<file path="src/rtl/dmem_arb_pkg.sv">
// dmem_arb_pkg: shared owner encoding and constants for the data-memory arbiter.
// Imported by dmem_arbiter and dmem_rr_pick.
package dmem_arb_pkg;

   typedef enum logic {
      OWN_CPU = 1'b0,
      OWN_DBG = 1'b1
   } owner_e;

   localparam int MAX_HOLD_DEF   = 4;
   localparam int BYTES_PER_WORD = 4;

endpackage

</file>
<file path="src/rtl/dmem_rr_pick.sv">
// dmem_rr_pick: combinational two-port grant pick with a bounded hold.
// gnt[0] = CPU, gnt[1] = debug; at most one bit set.
module dmem_rr_pick
   import dmem_arb_pkg::*;
#(
   parameter int MAX_HOLD = MAX_HOLD_DEF,
   parameter int HOLD_W   = $clog2(MAX_HOLD + 1)
) (
   input  logic              cpu_req,
   input  logic              dbg_req,
   input  logic              last_owner,
   input  logic [HOLD_W-1:0] hold_cnt,
   output logic [1:0]        gnt
);

   logic keep;

   // A zero count means no live streak, so contention goes to the other port.
   assign keep = (hold_cnt != '0) && (hold_cnt < HOLD_W'(MAX_HOLD));

   always_comb begin
      gnt = 2'b00;
      unique case ({dbg_req, cpu_req})
         2'b01: gnt = 2'b01;
         2'b10: gnt = 2'b10;
         2'b11: begin
            if (last_owner == OWN_DBG)
               gnt = keep ? 2'b10 : 2'b01;
            else
               gnt = keep ? 2'b01 : 2'b10;
         end
         default: gnt = 2'b00;
      endcase
   end

endmodule

</file>
<file path="src/rtl/dmem_arbiter.sv">
// dmem_arbiter: shares the big-endian byte-addressed data memory between CPU and debug ports.
// Define DMEM_ARB_ERR_EN to trap misaligned accesses and expose the err port.
module dmem_arbiter
   import dmem_arb_pkg::*;
#(
   parameter int ADDR_W   = 5,
   parameter int DATA_W   = 32,
   parameter int MAX_HOLD = MAX_HOLD_DEF
) (
   input  logic              clk,
   input  logic              rst,
   input  logic              cpu_req,
   input  logic              cpu_we,
   input  logic [ADDR_W-1:0] cpu_addr,
   input  logic [DATA_W-1:0] cpu_wdata,
   output logic              cpu_gnt,
   output logic              cpu_rvalid,
   output logic [DATA_W-1:0] cpu_rdata,
   input  logic              dbg_req,
   input  logic              dbg_we,
   input  logic [ADDR_W-1:0] dbg_addr,
   input  logic [DATA_W-1:0] dbg_wdata,
   output logic              dbg_gnt,
   output logic              dbg_rvalid,
   output logic [DATA_W-1:0] dbg_rdata,
   output logic              mem_we,
   output logic [ADDR_W-1:0] mem_addr,
   output logic [DATA_W-1:0] mem_wdata,
`ifdef DMEM_ARB_ERR_EN
   output logic              err,
`endif
   input  logic [DATA_W-1:0] mem_rdata
);

   localparam int HOLD_W = $clog2(MAX_HOLD + 1);

   owner_e            last_owner;
   owner_e            gnt_owner;
   logic [HOLD_W-1:0] hold_cnt;
   logic [1:0]        pick;
   logic              any_gnt;
   logic              a_we;
   logic [ADDR_W-1:0] a_addr;
   logic [DATA_W-1:0] a_wdata;
   logic              mis;
   logic [DATA_W-1:0] rd_word;

   dmem_rr_pick #(
      .MAX_HOLD (MAX_HOLD),
      .HOLD_W   (HOLD_W)
   ) u_pick (
      .cpu_req    (cpu_req),
      .dbg_req    (dbg_req),
      .last_owner (last_owner),
      .hold_cnt   (hold_cnt),
      .gnt        (pick)
   );

   // No access may start while reset is held.
   assign cpu_gnt   = pick[0] & ~rst;
   assign dbg_gnt   = pick[1] & ~rst;
   assign any_gnt   = cpu_gnt | dbg_gnt;
   assign gnt_owner = dbg_gnt ? OWN_DBG : OWN_CPU;

   assign a_we    = dbg_gnt ? dbg_we    : cpu_we;
   assign a_addr  = dbg_gnt ? dbg_addr  : cpu_addr;
   assign a_wdata = dbg_gnt ? dbg_wdata : cpu_wdata;

`ifdef DMEM_ARB_ERR_EN
   localparam int OFF_W = $clog2(BYTES_PER_WORD);
   assign mis = |a_addr[OFF_W-1:0];
`else
   assign mis = 1'b0;
`endif

   assign mem_we    = any_gnt & a_we & ~mis;
   assign mem_addr  = any_gnt ? a_addr  : '0;
   assign mem_wdata = any_gnt ? a_wdata : '0;
   assign rd_word   = mis ? '0 : mem_rdata;

   always_ff @(posedge clk or posedge rst) begin
      if (rst) begin
         last_owner <= OWN_DBG;
         hold_cnt   <= '0;
         cpu_rvalid <= 1'b0;
         dbg_rvalid <= 1'b0;
         cpu_rdata  <= '0;
         dbg_rdata  <= '0;
      end else begin
         cpu_rvalid <= cpu_gnt & ~cpu_we;
         dbg_rvalid <= dbg_gnt & ~dbg_we;
         if (cpu_gnt & ~cpu_we)
            cpu_rdata <= rd_word;
         if (dbg_gnt & ~dbg_we)
            dbg_rdata <= rd_word;
         if (!any_gnt) begin
            hold_cnt <= '0;
         end else if (gnt_owner == last_owner) begin
            if (hold_cnt != HOLD_W'(MAX_HOLD))
               hold_cnt <= hold_cnt + HOLD_W'(1);
         end else begin
            last_owner <= gnt_owner;
            hold_cnt   <= HOLD_W'(1);
         end
      end
   end

`ifdef DMEM_ARB_ERR_EN
   always_ff @(posedge clk or posedge rst) begin
      if (rst)
         err <= 1'b0;
      else
         err <= any_gnt & mis;
   end
`endif

endmodule

</file>
<file path="config.mk">
export PLATFORM = sky130hd
export DESIGN_NAME = dmem_arbiter
export DESIGN_NICKNAME = d
export VERILOG_FILES = /design/src/rtl/dmem_arb_pkg.sv /design/src/rtl/dmem_rr_pick.sv /design/src/rtl/dmem_arbiter.sv
export SDC_FILE = /design/constraint.sdc
export NUM_CORES = 1
export LEC_CHECK = 0
export CORE_UTILIZATION = 36
export DETAILED_ROUTE_END_ITERATION = 10
export HOLD_SLACK_MARGIN = 0.15
export PLACE_DENSITY = 0.84
export SETUP_SLACK_MARGIN = 0.15
export SLEW_MARGIN = 10
export SYNTH_ARGS = -nofsm -noshare
export SYNTH_HDL_FRONTEND = slang
export SYNTH_SLANG_ARGS = --single-unit
</file>
<file path="constraint.sdc">
create_clock -name clk -period 3.46 [get_ports clk]
set_clock_uncertainty 0.15 [all_clocks]
set_input_delay 0.692 -clock clk [delete_from_list [all_inputs] [get_ports clk]]
set_output_delay 0.692 -clock clk [all_outputs]
set_load 0.05 [all_outputs]
</file>
* Word level (Yosys, flattened, before mapping)
Cells that the tools add are included.
** Storage, ports and cells
- Flip-flop bits (word level) :: 70
- Input bits :: 112
- Output and inout bits :: 106
- Word-level logic and storage cells :: 40
** Operators by class
- $add $sub $neg :: 1
- Order comparisons :: 1
- Equality and inequality tests :: 6
- Muxes and demuxes :: 13
- Bitwise logic cells :: 10
- Reduce and logical (&&, ||, !) cells :: 3
** Operators by type and width (number)
- 32-bit 2-to-1 mux :: 2
- 5-bit 2-to-1 mux :: 2
- 3-bit 2-to-1 mux :: 3
- 2-bit 2-to-1 mux :: 3
- 2-bit case mux with 3 select lines :: 1
- 1-bit bitwise AND :: 5
- 2-bit equality test (second input constant) :: 2
- 1-bit NOT :: 4
- 3-bit by 1-bit adder with 3-bit output (second input constant) :: 1
- 3-bit < comparator (second input constant) :: 1
- 3-bit by 2-bit != test with 1-bit output (second input constant) :: 1
- 3-bit != test (second input constant) :: 1
- 3-bit nonzero test :: 1
- 2-bit by 1-bit equality test with 1-bit output (second input constant) :: 1
- 1-bit 2-to-1 mux :: 2
- 2-bit AND reduction :: 1
- 1-bit equality test :: 1
- 1-bit logical AND :: 1
- 1-bit bitwise OR :: 1

* Depth between registers and ports, before layout
- Word-level depth :: 10
- Depth in mapped cells :: 8
- Gate-level depth less buffers :: 6

* Cells and area by module
From an unflattened synthesis, not the netlist that was laid out.
** Second synthesis, totals
- Cells, all modules :: 219
- Area, all modules :: 3286.9 um^2
** By module, submodules not included
- dmem_arbiter :: times used 1, cells an instance 214, area each 3235.6 um^2, sequential area each 1752.9 um^2
- dmem_rr_pick :: times used 1, cells an instance 5, area each 51.3 um^2, sequential area each 0.0 um^2

* Worst setup path before layout
OpenSTA, ideal clock, no wires.
- Path type :: register -> output
- Start :: reg hold_cnt[0]
- End :: out mem_wdata[23]
- Data arrival time :: 2.314 ns
- Required time :: 2.618 ns
- Setup slack :: 0.304 ns
- Cell stages (with the launch flop) :: 8
- Path buffers :: 2
- Path through :: dfrtp_1 > inv_1 > ha_1 > buf_6 > or3_4 > a311oi_2 > buf_2 > a22o_1
** Between the ends
- Cells in the longest elaborated chain, start to end :: 8
- Elaborated cells between the ends (all ways) :: 12
- Those cells by class :: order compare (1); mux (6); bitwise (3); reduce/logical (2)
** Ends and longest elaborated chain
- start, declared :: line dmem_arbiter.sv:39 : logic [HOLD_W-1:0] hold_cnt;
- start signal, assigned :: line dmem_arbiter.sv:100 : hold_cnt <= hold_cnt + HOLD_W'(1);
- 3-bit < comparator or 3-bit nonzero test (tied branches) :: line dmem_rr_pick.sv:19 : assign keep = (hold_cnt != '0) && (hold_cnt < HOLD_W'(MAX_HOLD));
- 1-bit logical AND (*) :: line dmem_rr_pick.sv:19
- 2-bit 2-to-1 mux, on equally long branches :: line dmem_rr_pick.sv:30, dmem_rr_pick.sv:28
- 2-bit 2-to-1 mux (*) :: line dmem_rr_pick.sv:27 : if (last_owner == OWN_DBG)
- 2-bit case mux with 3 select lines (*) :: line dmem_rr_pick.sv:23 : unique case ({dbg_req, cpu_req})
- 1-bit bitwise AND (*) :: line dmem_arbiter.sv:60 : assign cpu_gnt = pick[0] & ~rst;
- via cpu_gnt :: line dmem_arbiter.sv:16 : output logic cpu_gnt,
- 1-bit bitwise OR (*) :: line dmem_arbiter.sv:62 : assign any_gnt = cpu_gnt | dbg_gnt;
- 32-bit 2-to-1 mux (*) :: line dmem_arbiter.sv:78 : assign mem_wdata = any_gnt ? a_wdata : '0;
- end, declared :: line dmem_arbiter.sv:28 : output logic [DATA_W-1:0] mem_wdata,
Mark *: on every way through the listed nets, which the timed path passes. The rest lies on a longest branch.

* Worst setup path after layout
- Start :: reg hold_cnt[0]
- End :: out mem_wdata[13]
** Between the ends
- Cells in the longest elaborated chain, start to end :: 8
- Elaborated cells between the ends (all ways) :: 12
- Those cells by class :: order compare (1); mux (6); bitwise (3); reduce/logical (2)
** Ends and longest elaborated chain (line)
- 3-bit < comparator or 3-bit nonzero test (tied branches) :: dmem_rr_pick.sv:19
- 1-bit logical AND (*) :: dmem_rr_pick.sv:19
- 2-bit 2-to-1 mux, on equally long branches :: dmem_rr_pick.sv:30, dmem_rr_pick.sv:28
- 2-bit 2-to-1 mux (*) :: dmem_rr_pick.sv:27
- 2-bit case mux with 3 select lines (*) :: dmem_rr_pick.sv:23
- 1-bit bitwise AND, on equally long branches :: dmem_arbiter.sv:61, dmem_arbiter.sv:60
- 32-bit 2-to-1 mux or 1-bit bitwise OR (tied branches) :: dmem_arbiter.sv:67, dmem_arbiter.sv:62
- 32-bit 2-to-1 mux (*) :: dmem_arbiter.sv:78
Mark *: on every way between the ends. The rest lies on a longest branch, timed or not.

==> flow_metrics.tcl <==
set metrics [dict create \
    drc 18 \
    critPathKind "register to output port" \
    cts_tree "done" \
    cts.sinks 70 \
    io_pins 218 \
    hold_viol 0 \
    core_sq_um 8850 \
    drive_gt1_share_pct 35.7 \
    synth.distinct_cells 36 \
    clk-insertion-delay-late_ns 0.32 \
    leakage_nw 2.85 \
    place_congestion 0.842 \
    synth_top_cell_by_area "dfrtp_1" \
    placed_cell_area_sq_um 6010 \
    grt_max_degree 50 \
    hold_ws_ns 0.359 \
    grt_setup_unrepaired "yes" \
    crit_fanout 9 \
    syn_nets 345 \
    report.final.setup_viol 0 \
    cts_buffers 9 \
    routed_wl_um 12600 \
    slew_violations 0 \
    power_density_nw_per_um2 644 \
    async_flop_share_pct 100 \
    synth_edf_count 0 \
    grt_pass1_vias 3141 \
    reg2reg_from "hold_cnt[0]" \
    clock_path_buffers 2 \
    antenna_found_initial 1 \
    seq_area_frac_synth_pct 52.6 \
    yosysTopAreaCellShare_pct 51.8 \
    synth.avg_cell_area_sq_um 14.4 \
    period_share_pct 95.1 \
    via_per_inst 5.18 \
    hpwlAfterDp_um 8880 \
    cts.clk_slew.worst_paths_ns 0.08 \
    dr.pass1.iters 7 \
    layout_min_cycle_time_ns 3.29 \
    violations "design-rule violations" \
    grt_pass1_wl_um 18200 \
    root_buffer "clkbuf_8" \
    n_antenna_cell 0 \
    yosys_warnings 0 \
    area_growth_syn_to_layout_pct 94.4 \
    die_h_um 98.2 \
    die_w_um 98.2 \
    die_area_sq_um 9650 \
    routedWlPerCell_um 21.9 \
    synth_seq_cells 70 \
    track_usage_pct 24.9 \
    start_util_pct 37.7 \
    crit_required_ns 2.62 \
    synth.most_common_cell "dfrtp_1" \
    worstMarginPinSlew_ns 0.693 \
    start_kind "register" \
    maxCapViolCount 0 \
    num_vias 2984 \
    crit_start "hold_cnt[0]" \
    postCtsHoldBufs 0 \
    rows 34 \
    numPortBuffers 217 \
    cp.arrival_ns 2.45 \
    fin_nets 577 \
    slew_headroom_pct 53.8 \
    htreeDepth 3 \
    min-delay-start "dbg_rdata[31]" \
    first_iter_violations 114 \
    utilization_pct 73.3 \
    synthCells 231 \
    synth.cells.most_frequent "dfrtp_1, a22o_1, mux2_2" \
    synth_top_cells_by_area "dfrtp_1, mux2_4, mux2_2, a22o_1, buf_6" \
    peakVddDrop_mv 0.465 \
    timing.setup.tns_ns 0 \
    final_antenna_net_count 0 \
    finish.instance_area_sq_um 6480 \
    outcome "finished, violations left" \
    synth_ff_type "dfrtp_1" \
    critPathCaptureType "output port" \
    fmax_mhz 304 \
    overflow 0 \
    hp-class "register to register" \
    syn_area_sq_um 3330 \
]
==> layout make-up <==
| class | instances | area [sq um] |
|---|---|---|
| Clock buffer | 10 | 138 |
| Clock inverter | 6 | 68.8 |
| Fill cell | 588 | 2360 |
| Inverter | 6 | 22.5 |
| Multi-Input combinational cell | 139 | 1570 |
| Sequential cell | 70 | 1750 |
| Tap cell | 108 | 135 |
| Timing Repair Buffer | 237 | 2800 |
==> stage by stage <==
| stage | power [mW] | std cells | worst slack, ns |
|---|---|---|---|
| floorplan | 2.54 | 231 | 0.304 |
| global placement | 3.40 | 547 | 0.170 |
| detailed placement | 3.45 | 547 | 0.140 |
| CTS | 4.16 | 565 | 0.124 |
| global route | 4.34 | 576 | 0.0888 |
| finish | 4.18 | 576 | 0.170 |
==> layout by cell type, fill, tap and decap left out, types with 2 or more instances in the layout <==
cell and instances:
a22o_4 12, and3_4 2, buf_6 2, a22o_1 26, clkinv_4 2, dfrtp_1 69, mux2_2 36, nor3_1 2
o21ai_0 2, inv_2 4, clkdlybuf4s50_1 177, nor2_1 4, mux2_4 29, buf_12 42, clkbuf_8 10, buf_4 13
inv_1 2, nor2b_1 2, nand2_1 4
==> report_power, final <==
part           internal [mW]  total [mW]  switching [mW]
clock network          0.357       0.676           0.319
registers               1.05        1.18           0.134
logic                  0.978        2.32            1.34
total                   2.38        4.18            1.80
==> critical path, cell delays in order, from the launching register on <==
cell      delay [ns]
dfrtp_1         0.40
inv_2           0.07
ha_4            0.18
or3_4           0.38
a311oi_4        0.45
buf_6           0.22
a22o_1          0.26
buf_12          0.17
==> logic make-up after synthesis <==
group / after synthesis / synth area share, %
adder cells (fa/ha/maj): 2 / 0.750
AND/OR/NAND/NOR: 22 / 4.24
flip-flops: 70 / 52.6
AO/OA/AOI/OAI: 49 / 12.6
multiplexers: 65 / 25.2
buffers and inverters: 23 / 4.65
==> registers in the layout, summed over array words and instances, names as in the netlist <==
| signal | count |
|---|---|
| last_owner | 1 |
| cpu_rdata | 32 |
| dbg_rdata | 32 |
| hold_cnt | 3 |
| cpu_rvalid | 1 |
| dbg_rvalid | 1 |
==> layer usage <==
layer,part of all wire (%),up-vias,wire [um],track usage (%)
li1,-,1324,-,-
met1,38,1502,4840,29.1
met2,51,138,6390,44.1
met3,8.6,18,1090,8.02
met4,2.2,2,272,6.77
met5,0.10,-,13,0
==> worst paths after layout <==
kind / to / slack, ns / cells after the start
hold reg to reg: dbg_rdata[31] / 0.36 / 1
min in group asynchronous: dbg_rdata[27] / 0.77 / 2
max in group asynchronous: cpu_rdata[26] / 1.77 / 3
hold / removal: dbg_rdata[31] / 0.36 / 1
setup / recovery: mem_wdata[13] / 0.17 / 7
setup reg to reg: cpu_rdata[5] / 0.91 / 6
==> what timing repair did <==
action                                  4_1_cts  5_1_grt
pin swaps                                     2       10
gates cloned                                  2        2
endpoints found under the setup margin       38       31
buffers inserted                              0        9
gates resized for setup                       6       18
No activity file was read; power rests on OpenSTA's default activity.
